**config.mk**
```make
export PLATFORM = sky130hd
export DESIGN_NAME = fetch_ctrl
export DESIGN_NICKNAME = d
export VERILOG_FILES = /design/src/rtl/core_pkg.sv /design/src/rtl/fetch_ctrl.sv
export SDC_FILE = /design/constraint.sdc
export NUM_CORES = 1
export LEC_CHECK = 0
export ABC_AREA = 1
export CAP_MARGIN = 40
export CORE_MARGIN = 8
export CORE_UTILIZATION = 51
export DETAILED_ROUTE_END_ITERATION = 10
export PLACE_DENSITY = 0.85
export SLEW_MARGIN = 10
export SYNTH_ARGS = -nofsm -noshare
export SYNTH_HDL_FRONTEND = slang
export SYNTH_SLANG_ARGS = --single-unit
```
**constraint.sdc**
```tcl
create_clock -name clk -period 5.1 [get_ports clk]
set_input_delay 1.275 -clock clk [delete_from_list [all_inputs] [get_ports clk]]
set_output_delay 1.275 -clock clk [all_outputs]
set_load 0.1 [all_outputs]
```
**src/rtl/core_pkg.sv**
```systemverilog
// Shared definitions for the 16-bit RISC core front end.
//   - OP_HI/OP_LO : bit positions of the opcode field inside an instruction word
//   - HALT_OP_C   : opcode that stops instruction fetch
//   - RESET_PC_C  : default program counter after reset
//   - fetch_state_e : fetch sequencer state encoding
//   - opcode_of() : extracts the opcode field from an instruction word
package core_pkg;

  localparam int OP_HI = 15;
  localparam int OP_LO = 12;

  localparam logic [3:0]  HALT_OP_C  = 4'hF;
  localparam logic [15:0] RESET_PC_C = 16'h0000;

  typedef enum logic [1:0] {
    ST_BOOT = 2'd0,
    ST_RUN  = 2'd1,
    ST_HALT = 2'd2
  } fetch_state_e;

  function automatic logic [3:0] opcode_of(input logic [15:0] word);
    return word[OP_HI:OP_LO];
  endfunction

endpackage

```
**src/rtl/fetch_ctrl.sv**
```systemverilog
// Instruction-fetch sequencer. Owns the PC, addresses the combinational
// instruction memory and registers each fetched word (with its PC) into a
// one-deep output stage that decode drains over valid/ready.
// Ports:
//   clk, rst_n               clock (rising edge), async active-low reset
//   imem_pc / imem_instr     memory address out, instruction word back (same cycle)
//   instr, instr_pc          registered instruction and its PC
//   instr_valid/instr_ready  output-stage handshake with decode
//   redirect_valid/_pc       taken branch/jump: flush and restart at target
//   halted                   fetch stopped after a HALT opcode
//   fetch_count              saturating count of captured instructions
module fetch_ctrl
  import core_pkg::*;
#(
  parameter logic [15:0] RESET_PC = RESET_PC_C,
  parameter logic [15:0] PC_STEP  = 16'd1,
  parameter logic [3:0]  HALT_OP  = HALT_OP_C
) (
  input  logic        clk,
  input  logic        rst_n,
  output logic [15:0] imem_pc,
  input  logic [15:0] imem_instr,
  output logic [15:0] instr,
  output logic [15:0] instr_pc,
  output logic        instr_valid,
  input  logic        instr_ready,
  input  logic        redirect_valid,
  input  logic [15:0] redirect_pc,
  output logic        halted,
  output logic [15:0] fetch_count
);

  fetch_state_e state_q, state_d;
  logic [15:0]  pc_q, pc_d;
  logic [15:0]  instr_q, instr_d;
  logic [15:0]  instr_pc_q, instr_pc_d;
  logic         instr_valid_q, instr_valid_d;
  logic         halted_q, halted_d;
  logic [15:0]  fetch_count_q, fetch_count_d;
  logic         fire_s;

  assign imem_pc     = pc_q;
  assign instr       = instr_q;
  assign instr_pc    = instr_pc_q;
  assign instr_valid = instr_valid_q;
  assign halted      = halted_q;
  assign fetch_count = fetch_count_q;

  // Capture a new word when running, not flushing, and the output stage is free or draining.
  assign fire_s = (state_q == ST_RUN) & ~redirect_valid & (~instr_valid_q | instr_ready);

  // Next-state logic for the fetch sequencer and its output stage.
  always_comb begin
    state_d       = state_q;
    pc_d          = pc_q;
    instr_d       = instr_q;
    instr_pc_d    = instr_pc_q;
    instr_valid_d = instr_valid_q;
    fetch_count_d = fetch_count_q;

    case (state_q)
      ST_BOOT: begin
        // Redirects are ignored here; fetch always begins at the reset PC.
        pc_d    = RESET_PC;
        state_d = ST_RUN;
      end
      ST_RUN: begin
        if (redirect_valid) begin
          // Flush: the pending word is dropped even if decode is accepting it.
          pc_d          = redirect_pc;
          instr_valid_d = 1'b0;
          state_d       = ST_RUN;
        end else if (fire_s) begin
          instr_d       = imem_instr;
          instr_pc_d    = pc_q;
          instr_valid_d = 1'b1;
          pc_d          = pc_q + PC_STEP;
          fetch_count_d = (fetch_count_q == 16'hFFFF) ? fetch_count_q : fetch_count_q + 16'd1;
          // The HALT word itself is still delivered to decode.
          state_d       = (opcode_of(imem_instr) == HALT_OP) ? ST_HALT : ST_RUN;
        end else begin
          state_d = ST_RUN;
        end
      end
      ST_HALT: begin
        if (redirect_valid) begin
          pc_d          = redirect_pc;
          instr_valid_d = 1'b0;
          state_d       = ST_RUN;
        end else if (instr_valid_q & instr_ready) begin
          instr_valid_d = 1'b0;
        end else begin
          state_d = ST_HALT;
        end
      end
      default: begin
        state_d       = ST_BOOT;
        pc_d          = RESET_PC;
        instr_valid_d = 1'b0;
      end
    endcase

    halted_d = (state_d == ST_HALT);
  end

  // Sequencer state, PC, output stage and counter registers.
  always_ff @(posedge clk or negedge rst_n) begin
    if (!rst_n) begin
      state_q       <= ST_BOOT;
      pc_q          <= RESET_PC;
      instr_q       <= 16'h0000;
      instr_pc_q    <= 16'h0000;
      instr_valid_q <= 1'b0;
      halted_q      <= 1'b0;
      fetch_count_q <= 16'h0000;
    end else begin
      state_q       <= state_d;
      pc_q          <= pc_d;
      instr_q       <= instr_d;
      instr_pc_q    <= instr_pc_d;
      instr_valid_q <= instr_valid_d;
      halted_q      <= halted_d;
      fetch_count_q <= fetch_count_d;
    end
  end

endmodule

```
==> flow_summary_export.csv <==
group,metric,value,unit
drt,wirelength,12.4,mm
global_routing,grt_pass1_vias,4045,
sta,timing.fmax,315,MHz
floorplan,die_h,98.9,um
placement,dp_hpwl,9.12,mm
drt,wl_per_cell,17.4,um
floorplan,row_count,30,
floorplan,boundaryPins,102,
placement,routabilityCongestion,0.869,
sta,hold_viol_final,0,
sta,fin_crit,3.17,ns
setup_path,crit_family,"buffers and inverters",
yosys,synth_nets,499,
sta,rsz0062_at_grt,"no",
drt,dr.pass1.iters,6,
global_routing,grt-ovfl-total,0,
yosys,synthCells,457,
clock_network,numCtsBuffers,9,
run,cap_violations,0,
clock_network,clk_pin_slew,0.08,ns
clock_network,insertion_delay,0.35,ns
floorplan,die_x,98.9,um
clock_network,postCtsSetupBuffers,0,
clock_network,cts_buffer_depth,2,
setup_path,critPathMaxFanout,48,
drt,vias,3913,
yosys,syn_area,3500,um2
placement,placed_area,5610,um2
yosys,avgSynthCellArea,7.66,um2
clock_network,cts.sinks,68,
clock_network,cts_resized,0,
clock_network,h-tree-depth,3,
placement,portBuffers,101,
cells_and_area,nets,669,
setup_path,cp-start-kind,"primary input",
cells_and_area,drive_gt1_share,15.5,%
clock_network,ctsRootBufferMaster,"clkbuf_8",
global_routing,antenna_found_initial,0,
floorplan,core,6720,um2
setup_path,critPathArrivalTime,3.36,ns
sta,period_share,62.2,%
setup_path,crit_top_cell,"inv_2",
drt,drcViolationCount,0,
floorplan,die_area,9770,um2
clock_network,cts_hold_buf,0,
drt,via_per_inst,5.50,
setup_path,path_cells,"clkdlybuf4s50_1 -> inv_2 -> nand2_2 -> a21oi_4 -> inv_2 -> nand2_1 -> o21ai_0",
clock_network,cts_tree,"done",
outcome,status,"finished, final reports clean",
sta,worstMarginPinSlew,0.769,ns
setup_path,path_class,"in2reg",
sta,finClkSkew,0.0209,ns
global_routing,grt_use_total,24.9,%
sta,slew_headroom,48.7,%
yosys,synth-seq-cells,68,
yosys,ys_types,28,
yosys,yosysSeqAreaShare,48.6,%
global_routing,grt_pass1_wl,19.5,mm
drt,dr.first_iter.drc_count,337,
sta,drv_slew,0,
global_routing,grt_start_max_net_pins,69,
sta,setup_violations,0,
setup_path,max_stage_delay,0.49,ns
cells_and_area,finish.instance_area,5810,um2
floorplan,start_util,52.1,%
setup_path,slowest_stage,"clkdlybuf4s50_1",
sta,finalSetupTns,0,ns
setup_path,worstSetupEndpointType,"flip-flop",
cells_and_area,syn_to_final_growth,66.0,%
yosys,yosys_warnings,0,
setup_path,path_buf_inv,3,
cells_and_area,diodes,0,
drt,postRouteAntennaNets,0,
setup_path,required,5.29,ns
hold_path,hp-class,"reg2reg",
## cell families after synthesis
group	after synthesis	share of synthesized area [%]
AND/OR/NAND/NOR	254	29.9
adder cells (fa/ha/maj)	6	2.14
AO/OA/AOI/OAI	60	9.36
buffers and inverters	55	6.32
XOR/XNOR	14	3.72
flip-flops	68	48.6
## sequential cells by signal, summed over array words and instances, names as in the netlist
name and cells:
fetch_count 16, imem_pc 16, instr 16, instr_pc 16, state_q 2, halted 1
instr_valid 1
## worst register-to-register path, cell delays in order, from the launching register on
cell and delay [ns]:
dfrtp_1 0.41, inv_1 0.09, ha_1 0.25, nand2_2 0.16
a21oi_4 0.49, inv_2 0.47, nand2_1 0.18, o21ai_0 0.10
## cells in the mapped netlist, drive strengths merged
| cell type | instances | area share, % |
|---|---|---|
| xor2 | 11 | 2.8 |
| nor3 | 7 | 1.3 |
| nor2 | 42 | 4.5 |
| a21boi | 1 | 0.21 |
| clkbuf | 5 | 0.54 |
| buf | 5 | 0.89 |
| xnor2 | 3 | 0.96 |
| nand4 | 6 | 1.1 |
| nand2 | 177 | 20 |
| ha | 6 | 2.1 |
| a21oi | 7 | 1.3 |
| inv | 45 | 4.9 |
| a22o | 1 | 0.25 |
| nand3 | 22 | 3.4 |
| a21o | 1 | 0.21 |
| o22ai | 1 | 0.36 |
| dfrtp | 68 | 49 |
| o21ai | 49 | 7.0 |
## path summary, 6_finish.rpt
kind / start / endpoint / slack, ns / depth (start not counted)
worst min-delay path: instr[13] / instr[13] / 0.48 / 2
worst max register to register: state_q[1] / instr_pc[8] / 2.80 / 7
min in group asynchronous: rst_n / fetch_count[3] / 1.03 / 3
worst max-delay path: redirect_valid / instr_pc[8] / 1.93 / 7
worst min register to register: instr[13] / instr[13] / 0.48 / 2
max in group asynchronous: rst_n / instr_pc[7] / 3.77 / 3
## area by class of cell
class | instances | area (um2)
clock buffers | 11 | 141
clock inverters | 5 | 37.5
fillers | 337 | 906
inverters | 45 | 171
multi-input cells | 334 | 1580
flip-flops and latches | 68 | 1700
well taps | 80 | 100
repair buffers | 169 | 2080
## stage by stage
step / cells / setup slack (ns) / utilization (%) / hold slack (ns)
after floorplan: 457 / 2.77 / - / 0.604
after global placement: 629 / 1.77 / 68.0 / 0.455
after detailed placement: 695 / 1.61 / 83.4 / 0.460
after CTS: 711 / 1.97 / 86.1 / 0.480
after global routing: 712 / 1.76 / 86.5 / 0.511
final: 712 / 1.93 / 86.5 / 0.480
## cell usage in the layout, fill, tap and decap left out, drive strengths merged, types with 11 or more instances in the layout
master	instances
nand2	177
clkdlybuf4s50	100
buf	69
dfrtp	68
o21ai	49
inv	45
nor2	42
nand3	22
xor2	11
clkbuf	11
## metal layers
metal	global-route usage [%]	wire, um	vias up
met5	0	0	-
met4	11.8	490	0
met3	7.12	1090	51
met2	46.0	6590	238
met1	25.1	4240	1841
li1	-	-	1783
Power is not shown: default switching activity piles up to over one toggle a cycle in this logic, so the estimate is an artifact.
==> patch 1, RTL diff (same flow settings) <==
`instr_q` no longer has a reset.
--- a/src/rtl/fetch_ctrl.sv
+++ b/src/rtl/fetch_ctrl.sv
@@ -108,7 +108,6 @@
     if (!rst_n) begin
       state_q       <= ST_BOOT;
       pc_q          <= RESET_PC;
-      instr_q       <= 16'h0000;
       instr_pc_q    <= 16'h0000;
       instr_valid_q <= 1'b0;
       halted_q      <= 1'b0;
@@ -116,7 +115,6 @@
     end else begin
       state_q       <= state_d;
       pc_q          <= pc_d;
-      instr_q       <= instr_d;
       instr_pc_q    <= instr_pc_d;
       instr_valid_q <= instr_valid_d;
       halted_q      <= halted_d;
@@ -124,5 +122,9 @@
     end
   end
 
+  always_ff @(posedge clk) begin
+    instr_q <= instr_d;
+  end
+
 endmodule
 
Formal check against the unedited RTL: differs if rst_n is asserted again (counterexample within 4 cycles, from zero or initial values and one cycle with rst_n low); with rst_n held inactive, the same outputs for 10 cycles.
==> patch 1 against the original RTL <==
  * Wire length down 2.8%
  * Setup slack better by 0.18 ns
  * Non-clock buffer count down 1
  * Design area down 1.5%
  * Largest cell class unchanged
  * Sequential cell count unchanged
  * Register-to-register slack worse by 0.09 ns
  * Synthesized area down 2.1%
  * Cell count down 6.2%
  * Count of clock-buffer cells in the layout unchanged
  * Hold slack better by 0.0075 ns
  * Maximum frequency up 5.9%
==> patch 1: results <==
export IMPL_syn_avg_cell_area_um2=8.32
export IMPL_synthesis_area_um2=3430
export IMPL_clock_skew_ns=0.00802
export IMPL_wirelength_um=12100
export IMPL_r2r_setup_slack_ns=2.71
export IMPL_place_gp_congestion=0.908
export IMPL_drt_iter0_markers=314
export IMPL_ys_types=32
export IMPL_instances_no_fill=668
export IMPL_status="complete, no violations"
export IMPL_place_area_um2=5520
export IMPL_worstHoldStart="instr_pc[2]$_DFFE_PN0P_"
export IMPL_grt_pass1_wl_um=19000
export IMPL_ys_top_cells_by_area="dfrtp_1 (38%), nand2_1 (14%), edfxtp_1 (14%), o21ai_0 (5.7%), nor2_1 (4.5%)"
export IMPL_ys_seq_area_frac=0.520
export IMPL_groute_usage_overall=0.252
export IMPL_placedCellCount=652
export IMPL_finalNetCount=625
export IMPL_vias=3623
export IMPL_grt_pass1_vias=3675
export IMPL_firstDrtPassIters=5
export IMPL_drive_gt1_frac=0.168
export IMPL_dp_hpwl_um=8830
export IMPL_holdWs_ns=0.488
export IMPL_n_fill_cell=320
export IMPL_synth_edf_count=16
export IMPL_crit_arrival_ns=3.28
export IMPL_grt_start_max_net_pins=53
[patch 1: per-layer routing]
metal,up-vias,share of wire,track usage,routed length (um)
met5,-,0,0,0
met4,0,0.038,0.133,456
met3,37,0.084,0.0555,1020
met2,227,0.50,0.449,6050
met1,1701,0.38,0.271,4530
li1,1658,-,-,-
[patch 1: cell type report]
class	count	area (um2)	share of cell area
repair buffers	168	2050	0.359
flip-flops and latches	68	1780	0.311
multi-input cells	292	1410	0.247
inverters	44	170	0.0297
clock buffers	11	131	0.0229
well taps	80	100	0.0175
clock inverters	5	76.3	0.0133
[patch 1: cells by family after synthesis]
logic type | after synthesis | synth area share
AO/OA/AOI/OAI | 55 | 0.0840
XOR/XNOR | 14 | 0.0380
adder cells (fa/ha/maj) | 6 | 0.0219
buffers and inverters | 52 | 0.0679
flip-flops | 68 | 0.520
multiplexers | 1 | 0.00292
AND/OR/NAND/NOR | 216 | 0.265
[patch 1: worst max-delay path, delay by kind of cell]
family / cells / cell delay (ns)
buffers and inverters: 3 / 0.97
and+or+nand+nor: 5 / 1.01
[patch 1: power groups by stage]
stage | registers (mW) | clock network, mW | logic (mW)
after floorplan | 2.04 | 0 | 0.408
after global placement | 0.901 | 0 | 2.01
after detailed placement | 0.911 | 0 | 2.62
after CTS | 0.903 | 0.482 | 2.64
after global routing | 0.929 | 0.502 | 2.74
final | 0.912 | 0.478 | 2.63
[patch 1: through the flow]
| stage | setup slack (ns) | utilization |
|---|---|---|
| floorplan | 2.77 | - |
| global placement | 1.98 | 0.674 |
| detailed placement | 1.86 | 0.831 |
| CTS | 2.16 | 0.862 |
| global route | 2.00 | 0.862 |
| finish | 2.11 | 0.862 |
==> patch 2, RTL diff (config.mk and constraints unchanged) <==
Without the edit above. Register the output `fetch_count` once more; this adds one clock of latency there. The other outputs are not delayed to match.
--- a/src/rtl/fetch_ctrl.sv
+++ b/src/rtl/fetch_ctrl.sv
@@ -44,7 +44,9 @@
   assign instr_pc    = instr_pc_q;
   assign instr_valid = instr_valid_q;
   assign halted      = halted_q;
-  assign fetch_count = fetch_count_q;
+  always_ff @(posedge clk) begin
+    fetch_count <= fetch_count_q;
+  end
 
   // Capture a new word when running, not flushing, and the output stage is free or draining.
   assign fire_s = (state_q == ST_RUN) & ~redirect_valid & (~instr_valid_q | instr_ready);
Check against the original RTL: not equivalent (Yosys sat finds a counterexample within 4 cycles, from zero or initial values and one cycle with rst_n low).
==> patch 2 against the original RTL <==
  * Wire length rose by 4.6%
  * Synthesized area rose by 11%
  * Sequential share of layout area rose by 3.0 points
  * Sequential cell count rose by 16
  * Design area rose by 7.9%
  * Critical path type unchanged
  * Cell count rose by 6.2%
  * Setup slack got worse by 0.020 ns
  * Via count rose by 3.3%
  * First-iteration DRC count rose by 8.6%
  * Highest routed layer unchanged
Power is left out: the tool's default activity adds up to more than one toggle a clock period on the data nets, which glitch-free logic cannot reach.
==> patch 2: results <==
export IMPL_hold_path_depth=0
export IMPL_n_fill_cell=420
export IMPL_worstHoldStart="fetch_count_q[12]$_DFFE_PN0P_"
export IMPL_netlist_top_cells_count="nand2_1 (191), dfrtp_1 (68), inv_1 (42)"
export IMPL_syn_nets=523
export IMPL_ys_seq_area_frac=0.518
export IMPL_groute_usage_overall=0.250
export IMPL_root_buffer="clkbuf_8"
export IMPL_ys_flop_type="dfrtp_1"
export IMPL_drive_gt1_frac=0.154
export IMPL_antenna_found_initial=0
export IMPL_place_gp_congestion=0.932
export IMPL_cp_max_fo=49
export IMPL_top_layer="met4"
export IMPL_route_met3_wl_um=926
export IMPL_clkSlewWorstSetupHoldPaths_ns=0.08
export IMPL_dp_hpwl_um=9610
export IMPL_wirelength_um=13000
export IMPL_crit_arrival_ns=3.37
export IMPL_drt_met1_wl_um=4720
export IMPL_grt_ovfl_total=0
export IMPL_cts_inserted_buffers=9
export IMPL_grt_met1_usage=0.285
export IMPL_drt_iter0_markers=366
export IMPL_ys_types=37
export IMPL_async_flop_share=0.810
export IMPL_yosys_warnings=0
export IMPL_yosysMostFrequentCell="nand2_1"
export IMPL_grt_pass1_wl_um=20300
export IMPL_grt_pass1_vias=4066
export IMPL_worstSkewPairLatency_ns=0.35
export IMPL_ys_top_cells_by_area="dfrtp_1 (44%), nand2_1 (18%), dfxtp_1 (8.2%), o21ai_0 (4.5%), inv_1 (4.0%)"
export IMPL_worstReg2RegStart="state_q[1]$_DFF_PN0_"
export IMPL_met3_usage=0.0535
export IMPL_met2_length_um=6920
export IMPL_htreeDepth=3
export IMPL_min_to="fetch_count[12]$_DFF_P_"
export IMPL_hold_path_class="reg -> reg"
export IMPL_ctsLongestPathBuffers=2
export IMPL_use_met2=0.445
export IMPL_r2r_cells=7
export IMPL_clock_skew_ns=0.00859
export IMPL_post_cts_repair_setup_buffers=0
export IMPL_r2r_end="instr_pc[7]$_DFFE_PN0P_"
export IMPL_r2r_setup_slack_ns=2.55
export IMPL_finalNetCount=691
export IMPL_slew_headroom=0.488
export IMPL_num_antenna_cells=0
export IMPL_status="complete, no violations"
export IMPL_grt_start_max_net_pins=50
export IMPL_firstDrtPassIters=5
export IMPL_cts_resized_gates=0
export IMPL_port_buffer_count=101
export IMPL_vias=4043
## patch 2: cell type report
class / instances / area [um2] / share of cell area
clock inverter: 3 / 26.3 / 0.00419
tap: 102 / 128 / 0.0204
timing repair buffer: 169 / 2110 / 0.337
multi-input combinational: 338 / 1620 / 0.259
clock buffer: 13 / 180 / 0.0287
inverter: 47 / 181 / 0.0289
sequential: 84 / 2020 / 0.322
## patch 2: how the worst max path moves through the flow
stage,start,to,slack (ns)
global placement,redirect_valid,instr_pc[15]$_DFFE_PN0P_,1.81
global route,redirect_valid,instr_pc[7]$_DFFE_PN0P_,1.76
detailed placement,redirect_valid,instr_pc[4]$_DFFE_PN0P_,1.65
floorplan,instr_ready,imem_pc[8]$_DFFE_PN0P_,2.80
finish,redirect_valid,instr_pc[7]$_DFFE_PN0P_,1.91
CTS,redirect_valid,instr_pc[7]$_DFFE_PN0P_,1.94
## patch 2: cell families after synthesis
logic type	synth area share
XOR/XNOR	0.0333
AO/OA/AOI/OAI	0.0830
AND/OR/NAND/NOR	0.280
adder cells (fa/ha/maj)	0.0192
flip-flops	0.518
buffers and inverters	0.0664
## patch 2: critical path: stages
cell,delay (ns)
clkdlybuf4s50_1,0.44
inv_2,0.20
nand2_4,0.17
a21oi_4,0.49
inv_2,0.46
nand2_1,0.18
o21ai_0,0.13
## patch 2: stage by stage
stage,cell area [um2],hold WS [ns],instances,setup WS [ns],utilization
6_report,6270,0.410,756,1.91,0.829
5_1_grt,6270,0.426,756,1.76,0.829
4_1_cts,6270,0.413,756,1.94,0.829
3_5_place_dp,6060,0.390,740,1.65,0.801
3_3_place_gp,4970,0.382,673,1.81,0.656
2_1_floorplan,3900,0.368,481,2.80,-
